===== src/rtl/sfx_arbiter.sv =====
// sfx_arbiter: shares the tone generator between the BGM sequencer and two
// tick-timed sound effects (hit, miss). BGM scale codes pass through while
// idle; a request plays a fixed step list in place of the BGM, then hands back.
// Optional feature macro: SFX_PREEMPT_EN (requests during an effect preempt or
// restart it; when undefined every effect plays to completion).
module sfx_arbiter #(
    parameter int TICK_CYCLES = 10_000_000
) (
    input  logic       clk,
    input  logic       rst,
    input  logic [1:0] scrnum,
    input  logic [6:0] bgm_scale,
    input  logic       hit_req,
    input  logic       miss_req,
    output logic [6:0] scale,
    output logic       sfx_active
);

    typedef enum logic [1:0] {IDLE, HIT, MISS} state_t;

    localparam int TW = (TICK_CYCLES > 1) ? $clog2(TICK_CYCLES) : 1;
    localparam logic [TW-1:0] TICK_RELOAD = TW'(TICK_CYCLES - 1);

    // Scale code of each effect step; index 3 is never reached.
    function automatic logic [6:0] step_code(input state_t st, input logic [1:0] idx);
        logic [6:0] code;
        code = 7'd0;
        case (st)
            HIT: begin
                case (idx)
                    2'd0:    code = 7'd36;
                    2'd1:    code = 7'd31;
                    2'd2:    code = 7'd23;
                    default: code = 7'd0;
                endcase
            end
            MISS: begin
                case (idx)
                    2'd0:    code = 7'd82;
                    2'd1:    code = 7'd0;
                    2'd2:    code = 7'd92;
                    default: code = 7'd0;
                endcase
            end
            default: code = 7'd0;
        endcase
        return code;
    endfunction

    // Step duration in ticks minus one (the remaining-ticks reload value).
    function automatic logic [1:0] step_len_m1(input state_t st, input logic [1:0] idx);
        logic [1:0] len;
        len = 2'd0;
        case (st)
            HIT: begin
                case (idx)
                    2'd2:    len = 2'd1;
                    default: len = 2'd0;
                endcase
            end
            MISS: begin
                case (idx)
                    2'd0:    len = 2'd1;
                    2'd2:    len = 2'd2;
                    default: len = 2'd0;
                endcase
            end
            default: len = 2'd0;
        endcase
        return len;
    endfunction

    state_t          state_reg, state_next;
    logic [1:0]      step_reg, step_next;
    logic [TW-1:0]   tick_reg, tick_next;
    logic [1:0]      rem_reg, rem_next;
    logic [6:0]      scale_reg, scale_next;
    logic            active_reg, active_next;

    logic enabled;
    logic step_end;
    logic last_expiring;
    logic take_idle_req;
    logic start_miss;
    logic start_hit;

    // Next-state, counter and registered-output computation.
    always_comb begin
        state_next  = state_reg;
        step_next   = step_reg;
        tick_next   = tick_reg;
        rem_next    = rem_reg;

        enabled       = (scrnum == 2'd1);
        step_end      = (tick_reg == '0) && (rem_reg == 2'd0);
        last_expiring = (state_reg != IDLE) && step_end && (step_reg == 2'd2);
        // The cycle the final step expires behaves like IDLE for new requests,
        // so a request there starts a fresh effect with no BGM cycle between.
        take_idle_req = (state_reg == IDLE) || last_expiring;

`ifdef SFX_PREEMPT_EN
        start_miss = miss_req;
        start_hit  = hit_req && !miss_req && ((state_reg != MISS) || last_expiring);
`else
        start_miss = miss_req && take_idle_req;
        start_hit  = hit_req && !miss_req && take_idle_req;
`endif

        if (!enabled) begin
            state_next = IDLE;
            step_next  = 2'd0;
            tick_next  = '0;
            rem_next   = 2'd0;
        end else if (start_miss) begin
            state_next = MISS;
            step_next  = 2'd0;
            tick_next  = TICK_RELOAD;
            rem_next   = step_len_m1(MISS, 2'd0);
        end else if (start_hit) begin
            state_next = HIT;
            step_next  = 2'd0;
            tick_next  = TICK_RELOAD;
            rem_next   = step_len_m1(HIT, 2'd0);
        end else if (state_reg != IDLE) begin
            if (tick_reg != '0) begin
                tick_next = tick_reg - 1'b1;
            end else if (rem_reg != 2'd0) begin
                rem_next  = rem_reg - 2'd1;
                tick_next = TICK_RELOAD;
            end else if (step_reg == 2'd2) begin
                state_next = IDLE;
                step_next  = 2'd0;
                tick_next  = '0;
                rem_next   = 2'd0;
            end else begin
                step_next = step_reg + 2'd1;
                tick_next = TICK_RELOAD;
                rem_next  = step_len_m1(state_reg, step_reg + 2'd1);
            end
        end

        if (state_next == IDLE) begin
            scale_next  = enabled ? bgm_scale : 7'd0;
            active_next = 1'b0;
        end else begin
            scale_next  = step_code(state_next, step_next);
            active_next = 1'b1;
        end
    end

    // State, counters and outputs; reset aborts any effect immediately.
    always_ff @(posedge clk) begin
        if (rst) begin
            state_reg  <= IDLE;
            step_reg   <= 2'd0;
            tick_reg   <= '0;
            rem_reg    <= 2'd0;
            scale_reg  <= 7'd0;
            active_reg <= 1'b0;
        end else begin
            state_reg  <= state_next;
            step_reg   <= step_next;
            tick_reg   <= tick_next;
            rem_reg    <= rem_next;
            scale_reg  <= scale_next;
            active_reg <= active_next;
        end
    end

    assign scale      = scale_reg;
    assign sfx_active = active_reg;

endmodule


===== config.mk =====
export PLATFORM = sky130hd
export DESIGN_NAME = sfx_arbiter
export DESIGN_NICKNAME = d
export VERILOG_FILES = /design/src/rtl/sfx_arbiter.sv
export SDC_FILE = /design/constraint.sdc
export NUM_CORES = 1
export LEC_CHECK = 0
export ABC_AREA = 0
export BUFFER_PORTS_ARGS = -buffer_cell sky130_fd_sc_hd__buf_2
export CAP_MARGIN = 15
export CORE_UTILIZATION = 64
export DETAILED_ROUTE_END_ITERATION = 10
export PLACE_DENSITY_LB_ADDON = 0.2
export SYNTH_ARGS = -nofsm -noshare
export SYNTH_HDL_FRONTEND = slang
export SYNTH_SLANG_ARGS = --single-unit

===== constraint.sdc =====
create_clock -name clk -period 6.55 [get_ports clk]
set_clock_uncertainty 0.05 [all_clocks]
set_input_delay 1.31 -clock clk [delete_from_list [all_inputs] [get_ports clk]]
set_output_delay 1.31 -clock clk [all_outputs]
set_load 0.05 [all_outputs]

==> metrics.yaml <==
postCtsResizedCells: 0
asyncSetResetFlopFracSynth: 0
synth-seq-area-share: 0.331
dominantRegCellSynth: "dfxtp_1"
timing_worst_slew_pin_value_ps: 871
maxSlewHeadroom: 0.418
yosys.area_share.adder: 0.0761
synthXorXnorAreaFrac: 0.0533
final.fill_count: 259
yosysTopAreaCellShare: 0.331
post_synth_num_cell_types: 52
grt_first_pass_wirelength_um: 8350
grt_util_all_layers: 0.302
clock-root-buffer: "clkbuf_4"
setup_tns_ps: 0
criticalPathCategory: "flop to flop"
post_synth_mux_area_share: 0.0228
report.final.slew_viol_count: 0
synth_largest_area_cell: "dfxtp_1"
series_of_cell_instances_along_the_critical_path: "inv_1, ha_1, or3_1, nor3_1, mux2_2, and2_1, ha_1, nor2_1, a21oi_1, a21o_1, a31oi_1"
cpMaxStageDelayCell: "ha_1"
r2r-start: "state_reg[1]$_SDFF_PP0_"
postRouteWirelength_um: 5040
synthCells: 272
timing.critical_path.buf_inv: 1
pwr_density_cell_nw_per_um2: 186
footprint_of_the_multi_input_gates_um2: 1480
tritoncts: "done"
ctsHoldBuffers: 0
hold_depth: 1
detail-route-antenna-nets: 0
crit_path_start_kind: "flop"
finalHoldViolations: 0
setup_repair_after_global_routing_missed_its_margin: "false"
worstRegToRegCells: 11
r2r-end: "scale[4]$_SDFF_PP0_"
start_util: 0.679
final-seq-area_um2: 761
post_synth_and_or_nand_nor_area_fraction: 0.298
drtIter0Drc: 186
report.final.setup_viol: 0
via_count: 2074
timing.critical_path.to_type: "flop"
placement.cell_area_um2: 2430
cts_htree_levels: 2
crit_cells: 11
drt_pre_antenna_iters: 5
critPathMaxFanout: 20
r2r_slack_ps: 3330
critPathTopFamily: "simple AND/OR/NAND/NOR gates"
drc_errors: 0
drive_above_1_share: 0.141
area.growth.synth_to_final_pct: 7.50
critical_path_required_ps: 6810
route.detailed.wl_per_inst_um: 14.9
mappedNetlistNets: 299
vias_per_cell: 6.15
holdCritPathClass: "flop to flop"
die_h_um: 62.0
slowest_delay_ps: 440
ir_drop_uv: 122
globalplace.congestion: 0.815
synth_area_leaders: "dfxtp_1 33%, ha_1 7.6%, nor2_1 5.4%"
grt_pass1_vias: 1846
postSynthRegisterBits: 38
compound_gate_portion_of_the_synthesized_area: 0.191
min-delay-start: "tick_reg[0]$_SDFFE_PP0P_"
cts_max_path_buffers: 2
antenna-diode-count: 0
clk_transition_reported_paths_ps: 110
finalWorstPathRequiredPeriod_ps: 3220
timing.final.crit_share: 0.492
layout.cell_area.non_filler_um2: 2470
port-buffer-count: 20
coreArea_um2: 3390
die_width_um: 62.0
antenna_found_initial: 0
grt_start_max_net_pins: 21
dp_hpwl_um: 3650
main_combinational_cell_family_by_area_after_synthesis: "simple AND/OR/NAND/NOR gates"
yosys_warnings: 0
max_clock_freq_ghz: 0.311
floorplan.io_pins: 21
nNetsFinal: 318
synth-edff-count: 0
total_number_of_clock_tree_sinks: 38
status: "finished, final reports clean"
grt_overflow: 0
max-cap-violations: 0
clk_latency_ps: 370
cts-buffers-inserted: 5
syn-mean-instance-area_um2: 8.46
worstHoldEndpoint: "tick_reg[0]$_SDFFE_PP0P_"
design.die.area_um2: 3840
netlist_area_um2: 2300
post_cts.repair.setup_buffers: 0
std_cell_rows: 21
leakage_nw: 0.960
path_common_cell: "ha_1"
largest_register_ffs: 24
critical_path_arrival_ps: 3480
==> through the flow <==
step	cells	power, mW	hold WS [ps]	util	setup WS, ps
global route	337	0.483	517	0.730	3050
global placement	330	0.344	468	0.717	3330
floorplan	272	0.324	429	-	3590
CTS	337	0.460	491	0.730	3360
detailed placement	330	0.346	475	0.717	3260
finish	337	0.459	494	0.730	3330
==> how the worst max path moves through the flow <==
stage,startpoint,slack [ps],end
6_report,state_reg[1]$_SDFF_PP0_,3330,scale[4]$_SDFF_PP0_
5_1_grt,step_reg[1]$_SDFF_PP0_,3050,scale[4]$_SDFF_PP0_
3_5_place_dp,hit_req,3260,scale[4]$_SDFF_PP0_
4_1_cts,state_reg[1]$_SDFF_PP0_,3360,scale[4]$_SDFF_PP0_
3_3_place_gp,miss_req,3330,scale[4]$_SDFF_PP0_
2_1_floorplan,hit_req,3590,scale[4]$_SDFF_PP0_
==> power breakdown <==
| part | switching [mW] | internal (mW) | leakage (nW) |
|---|---|---|---|
| Sequential | 0.00653 | 0.237 | 0.309 |
| Clock | 0.0769 | 0.0404 | 0.0254 |
| Combinational | 0.0611 | 0.0374 | 0.626 |
==> Yosys cell counts, types with 2 or more instances <==
cell	count
and3_1	2
mux2i_1	3
xnor2_1	12
buf_2	3
nor4_1	10
a211oi_1	3
o221a_2	4
nor2_1	33
nor3b_1	3
mux2_2	2
o21ai_0	8
nor3_1	9
a21o_1	3
nor4b_1	3
nor2b_1	5
dfxtp_1	38
or3_1	4
clkbuf_1	6
nand2b_1	4
nand4_1	4
o31ai_1	4
a31oi_1	3
o21ai_1	3
inv_1	7
nor4_2	2
o21a_1	2
nand3_1	5
a211o_1	4
xor2_1	2
a21oi_1	21
nand3b_1	2
o22ai_1	2
nand2_1	17
nand4b_1	2
or2_2	2
and2_1	6
ha_1	14
==> worst reg2reg max path, cell delays in order (launching register included) <==
cell and delay, ps:
dfxtp_1 400, inv_1 80, ha_1 440, or3_1 420
nor3_1 320, mux2_2 430, and2_1 170, ha_1 270
nor2_1 210, a21oi_1 90, a21o_1 160, a31oi_1 120
==> layer usage <==
metal / global-route usage / routed length (um) / up-vias
met1: 0.396 / 2310 / 953
li1: - / - / 1038
met2: 0.450 / 2280 / 70
met5: 0 / 0 / -
met4: 0.171 / 122 / 0
met3: 0.0766 / 318 / 13
==> placed cells by master (no fill, tap or decap), drive strengths merged, types with 5 or more instances in the layout <==
cell	Yosys	routed
nor2	33	33
nand4	5	5
clkbuf	6	7
nor2b	5	5
xnor2	12	12
a21oi	21	21
nor3	9	9
nor4	13	13
nand2	17	17
o21ai	11	11
ha	14	14
and2	6	6
dfxtp	38	38
nand3	6	6
buf	3	21
inv	7	7
==> cells by family after synthesis <==
logic type	Yosys count
AOI/OAI and AO/OA	64
DFF	38
and+or+nand+nor	121
muxes	5
xor gates and xnor gates	14
buffers and inverters	16
adders and majority gates	14
==> final cells by class <==
class | instances | area share
repair buffers | 21 | 0.0435
flip-flops and latches | 38 | 0.308
well taps | 46 | 0.0233
multi-input cells | 218 | 0.597
clock buffers | 7 | 0.0182
inverters | 7 | 0.0106
No activity file was read; power rests on OpenSTA's default activity.
